[src/rtl/addr_map_pkg.sv]
// rtl/addr_map_pkg.sv - shared memory-map constants for the CPU bus address decoder
//
// Purpose: region codes reported on region_q and the default region boundaries.
// Ports:   none (package).

package addr_map_pkg;

    typedef logic [1:0] region_t;

    localparam region_t REGION_RAM  = 2'd0;
    localparam region_t REGION_IO   = 2'd1;
    localparam region_t REGION_ROM  = 2'd2;
    localparam region_t REGION_NONE = 2'd3;

    localparam logic [15:0] IO_BASE_DEFAULT  = 16'hD000;
    localparam logic [15:0] ROM_BASE_DEFAULT = 16'hE000;

endpackage

[src/rtl/region_compare.sv]
// rtl/region_compare.sv - combinational address-to-region classifier
//
// Purpose: maps a bus address onto RAM / IO / ROM using unsigned magnitude
//          compares against the two region boundaries.
// Ports:
//   address  in   ADDR_W  bus address
//   region   out  2       REGION_RAM / REGION_IO / REGION_ROM

module region_compare
    import addr_map_pkg::*;
#(
    parameter int                 ADDR_W   = 16,
    parameter logic [ADDR_W-1:0]  IO_BASE  = IO_BASE_DEFAULT,
    parameter logic [ADDR_W-1:0]  ROM_BASE = ROM_BASE_DEFAULT
) (
    input  logic [ADDR_W-1:0] address,
    output region_t           region
);

    // Conditional operators rather than if/else so an unknown address
    // yields an unknown region instead of silently falling into a branch.
    assign region = (address < IO_BASE)  ? REGION_RAM :
                    (address < ROM_BASE) ? REGION_IO  :
                                           REGION_ROM;

endmodule

[src/rtl/address_decoder.sv]
// rtl/address_decoder.sv - CPU bus memory-map decoder with active-low chip selects
//
// Purpose: zero-latency chip selects for RAM / IO / ROM plus a registered
//          record of the previous cycle's region and bank for bus monitors.
// Ports:
//   clk       in   1       system clock, rising edge
//   reset     in   1       synchronous, active-high reset
//   address   in   ADDR_W  CPU bus address
//   ram_sel   out  1       RAM chip select, active low
//   rom_sel   out  1       ROM chip select, active low
//   io_sel    out  1       IO chip select, active low
//   region_q  out  2       previous cycle's region code (3 = none)
//   bank_q    out  4       previous cycle's top four address bits
//   ready     out  1       high once out of reset

module address_decoder
    import addr_map_pkg::*;
#(
    parameter int                 ADDR_W   = 16,
    parameter logic [ADDR_W-1:0]  IO_BASE  = IO_BASE_DEFAULT,
    parameter logic [ADDR_W-1:0]  ROM_BASE = ROM_BASE_DEFAULT
) (
    input  logic              clk,
    input  logic              reset,
    input  logic [ADDR_W-1:0] address,
    output logic              ram_sel,
    output logic              rom_sel,
    output logic              io_sel,
    output logic [1:0]        region_q,
    output logic [3:0]        bank_q,
    output logic              ready
);

    generate
        if (IO_BASE >= ROM_BASE) begin : g_bad_map
            $error("address_decoder: IO_BASE must be below ROM_BASE");
        end
    endgenerate

    region_t region;
    logic    sel_enable;

    region_compare #(
        .ADDR_W   (ADDR_W),
        .IO_BASE  (IO_BASE),
        .ROM_BASE (ROM_BASE)
    ) u_region_compare (
        .address (address),
        .region  (region)
    );

    // Reset is folded in combinationally so the address presented during the
    // reset cycle is never selected, even though ready only falls at the edge.
    assign sel_enable = ready & ~reset;

    assign ram_sel = ~(sel_enable & (region == REGION_RAM));
    assign io_sel  = ~(sel_enable & (region == REGION_IO));
    assign rom_sel = ~(sel_enable & (region == REGION_ROM));

    always_ff @(posedge clk) begin
        if (reset) begin
            ready    <= 1'b0;
            region_q <= REGION_NONE;
            bank_q   <= 4'h0;
        end else begin
            ready    <= 1'b1;
            region_q <= ready ? region : REGION_NONE;
            bank_q   <= address[ADDR_W-1:ADDR_W-4];
        end
    end

endmodule

[config.mk]
export PLATFORM = sky130hd
export DESIGN_NAME = address_decoder
export DESIGN_NICKNAME = d
export VERILOG_FILES = /design/src/rtl/addr_map_pkg.sv /design/src/rtl/region_compare.sv /design/src/rtl/address_decoder.sv
export SDC_FILE = /design/constraint.sdc
export NUM_CORES = 1
export LEC_CHECK = 0
export CORE_AREA = 2 2 39 41
export DETAILED_ROUTE_END_ITERATION = 7
export DIE_AREA = 0 0 41 43
export DONT_BUFFER_PORTS = 1
export HOLD_SLACK_MARGIN = 0.03
export PLACE_DENSITY_LB_ADDON = 0.1
export SYNTH_ARGS = -nofsm -noshare
export SYNTH_HDL_FRONTEND = slang
export SYNTH_SLANG_ARGS = --single-unit
[constraint.sdc]
create_clock -name clk -period 0.9 [get_ports clk]
set_input_delay 0.135 -clock clk [delete_from_list [all_inputs] [get_ports clk]]
set_output_delay 0.135 -clock clk [all_outputs]
set_load 0.05 [all_outputs]
* Yosys cells after proc, flatten, opt, wreduce, memory -nomap -nowiden
Cells that the tools add are included.
** Cells by class
- Order comparisons :: 2
- Equality and inequality tests :: 2
- Muxes and demuxes :: 3
- Bitwise gates (word level) :: 9
- Reduce and logical (&&, ||, !) cells :: 2
** Operators by type and width (count)
- 16-bit less-than comparator (second input constant) :: 2
- 1-bit inverter :: 5
- 1-bit AND :: 4
- 2-bit two-way mux :: 2
- 2-bit by 1-bit equality test with 1-bit output (second input constant) :: 1
- 2-bit equality test (second input constant) :: 1
- 2-bit zero test :: 1
- 2-bit OR reduction :: 1
- 1-bit two-way mux :: 1
** Word-level totals
- Flip-flop bits (word level) :: 7
- Input port bits :: 18
- Output and inout bits :: 10
- Logic and storage cells :: 21

* Longest topological paths before layout
- Word-level depth :: 6
- Gate-level depth with buffers :: 2
- Mapped depth without buffers :: 2

* Cells and area by module
From an unflattened synthesis, not the netlist that was laid out.
** Unflattened totals
- Cell total of the unflattened synthesis :: 19
- Area, all modules :: 246.5 µm²
** By module, submodules not included
- address_decoder :: times used 1, cells each 17, area each 229.0 µm², sequential area each 140.1 µm²
- region_compare :: times used 1, cells each 2, area each 17.5 µm², sequential area each 0.0 µm²

* Least setup slack after synthesis
No wires, ideal clock.
- Kind :: flip-flop to output port
- From :: register ready
- To :: output rom_sel
- Data arrival time :: 1.247 ns
- Data required time :: 0.765 ns
- Setup slack :: -0.482 ns
- Cell stages (with the launch flop) :: 2
- Buffers on the path :: 0
- Cells stage by stage :: dfxtp_1 > nand4_1
** Between the ends
- Word-level cells in the longest chain between the ends :: 3
** RTL lines
- from (decl) :: RTL line address_decoder.sv:31 : output logic ready
- from (signal assigned) :: RTL line address_decoder.sv:62 : ready <= 1'b0;
- from (signal assigned) :: RTL line address_decoder.sv:66 : ready <= 1'b1;
- 1-bit AND :: RTL line address_decoder.sv:54 : assign sel_enable = ready & ~reset;
- 1-bit AND :: RTL line address_decoder.sv:58 : assign rom_sel = ~(sel_enable & (region == REGION_ROM));
- 1-bit inverter :: RTL line address_decoder.sv:58
- to (decl) :: RTL line address_decoder.sv:27 : output logic rom_sel,
Every way passes these cells.

* Final worst setup path
- From :: register ready
- To :: output ram_sel
** Between the ends
- Word-level cells in the longest chain between the ends :: 3
** RTL lines
- 1-bit AND :: RTL line address_decoder.sv:54
- 1-bit AND :: RTL line address_decoder.sv:56 : assign ram_sel = ~(sel_enable & (region == REGION_RAM));
- 1-bit inverter :: RTL line address_decoder.sv:56
- to (decl) :: RTL line address_decoder.sv:26 : output logic ram_sel,
Every way passes these cells.

==> impl_metrics.json <==
{
  "outcome": "finished with violations",
  "failed_checks": "negative setup slack",
  "nets": 61,
  "multi_input_area_um2": 95.1,
  "final-setup-viol-count": 4,
  "ys_seq_area_frac": 0.626,
  "total_power_mw": 0.787,
  "drt_first_pass_iters": 2,
  "cts_buffer_depth": 2,
  "period_minus_slack_ns": 1.03,
  "grt_start_max_net_pins": 7,
  "regToRegSetupSlack_ns": 0.11,
  "powerDensity_mw_per_mm2": 1680,
  "dp_hpwl_um": 408,
  "cp-end-kind": "primary output",
  "portBuffers": 0,
  "gp_congestion": 0.697,
  "max_slew_margin": 0.827,
  "area_delta_synth_final_pct": 109,
  "ff2ff_path_depth": 3,
  "antenna_found_initial": 0,
  "diodes": 0,
  "nFillCells": 153,
  "grt_pass1_wl_um": 1080,
  "final_cell_mix": "buf_6, dlygate4sd3_1, dfxtp_1",
  "rsz0062_at_grt": "true",
  "hold_violations": 0,
  "yosysTopAreaCell": "dfxtp_1",
  "io-pin-count": 28,
  "synth_top_area_frac": 0.626,
  "synth_cell_types": 10,
  "min_period_over_period": 1.15,
  "cp_max_fo": 4,
  "initial_core_util": 0.162,
  "drive_gt1_frac": 0.476,
  "clock_latency_ns": 0.25,
  "clk_pin_slew_ns": 0.05,
  "layout_commonest_cell": "buf_6",
  "cts.root.buffer_cell": "clkbuf_4",
  "yosys-top-cells-area": "dfxtp_1, nor2b_1, nand2_1, nand4b_1, nor2b_2",
  "ys_warn_count": 0,
  "core_area_mm2": 0.00138,
  "synthCells": 21,
  "fin_worst_hold_slack_ns": 0.0393,
  "die-area_mm2": 0.00176,
  "grt_pass1_vias": 246,
  "crit_arrival_ns": 0.90,
  "hold_path_depth": 2,
  "fin_cells": 58,
  "maxSlewViolCount": 0,
  "syn_area_um2": 224,
  "cts_tree": "done",
  "drt_iter0_markers": 3,
  "ant_nets": 0,
  "row_count": 14,
  "avgRoutedWirePerCell_um": 11.0,
  "cts_sinks": 7,
  "wirelength_um": 640,
  "vias": 241,
  "worstHoldPathType": "input pin to register",
  "fin_skew_ns": 0.00138,
  "cp.required_ns": 0.76,
  "cap_violations": 0,
  "grt-ovfl-total": 0,
  "path_class": "register to primary output",
  "syn_avg_cell_area_um2": 10.7,
  "seqCellArea_um2": 146,
  "numCtsBuffers": 3,
  "drt-vias-per-instance": 4.16,
  "layout_setup_ws_ns": -0.135,
  "tightest_slew_ns": 0.258,
  "fp.dieW_um": 41,
  "route.detailed.drc": 0,
  "die_y_um": 43,
  "crit_path_start_kind": "register",
  "p_leak_nw": 0.204,
  "ys_ff_latch": 7,
  "ir_drop_uv": 736,
  "dp_cells": 46,
  "cts_max_level": 1,
  "grt_usage": 0.0978,
  "synth.net_count": 39,
  "fmax_mhz": 966
}
[power breakdown]
part	internal, mW	switching [mW]
Combinational	0.0722	0.0949
Clock	0.169	0.115
Sequential	0.327	0.00835
Total	0.569	0.218
[worst max-delay path: stages (launching register included)]
cell and delay, ns:
dfxtp_4 0.35, nor2b_4 0.17, nand2_4 0.13
[through the flow]
step / cell area (um2) / setup WS (ns) / utilization / setup TNS, ns
after detailed placement: 325 / 0.0566 / 0.235 / 0
after global routing: 468 / -0.179 / 0.338 / -0.612
after global placement: 325 / 0.0549 / 0.235 / 0
after floorplan: 238 / -0.173 / - / -0.302
final: 468 / -0.135 / 0.338 / -0.431
after CTS: 447 / -0.143 / 0.323 / -0.466
[synth_stat cells]
library cell  number
nand4b_1           1
nand4_1            1
inv_1              1
o211ai_1           1
nor2b_1            4
nand2_1            3
dfxtp_1            7
nor2b_2            1
nand3b_1           1
nand3_1            1
[flip-flops by register name, indices dropped and copies added, names as in the netlist]
name / count
bank_q: 4
ready: 1
region_q: 2
[cells by family after synthesis]
logic type,after synthesis,share of synthesized area
and+or+nand+nor,12,0.324
DFF,7,0.626
AOI/OAI and AO/OA,1,0.0335
buffers and inverters,1,0.0167
[path summary, 6_finish.rpt]
| path | start | end |
|---|---|---|
| max | ready$_DFF_P_ | ram_sel |
| min | address[14] | region_q[1]$_SDFF_PP1_ |
| max reg2reg | ready$_DFF_P_ | region_q[1]$_SDFF_PP1_ |
| min reg2reg | ready$_DFF_P_ | region_q[0]$_SDFF_PP1_ |
[layout make-up]
cell class,count,area share
clock buffers,4,0.0561
inverters,1,0.00802
multi-input cells,13,0.203
flip-flops and latches,7,0.313
well taps,16,0.0428
repair buffers,17,0.377
[per-layer routing]
layer,wire (um),track usage
met3,84,0.105
met1,177,0.0879
met4,10,0.0200
met2,367,0.147
met5,0,0
[timing repair]
action	CTS	global route
pin swaps	1	0
gates resized for setup	5	7
setup endpoints to repair	4	9
hold endpoints to repair	6	0
hold buffers	6	0
buffers inserted	2	0
Power figures use the tool's default switching activity.
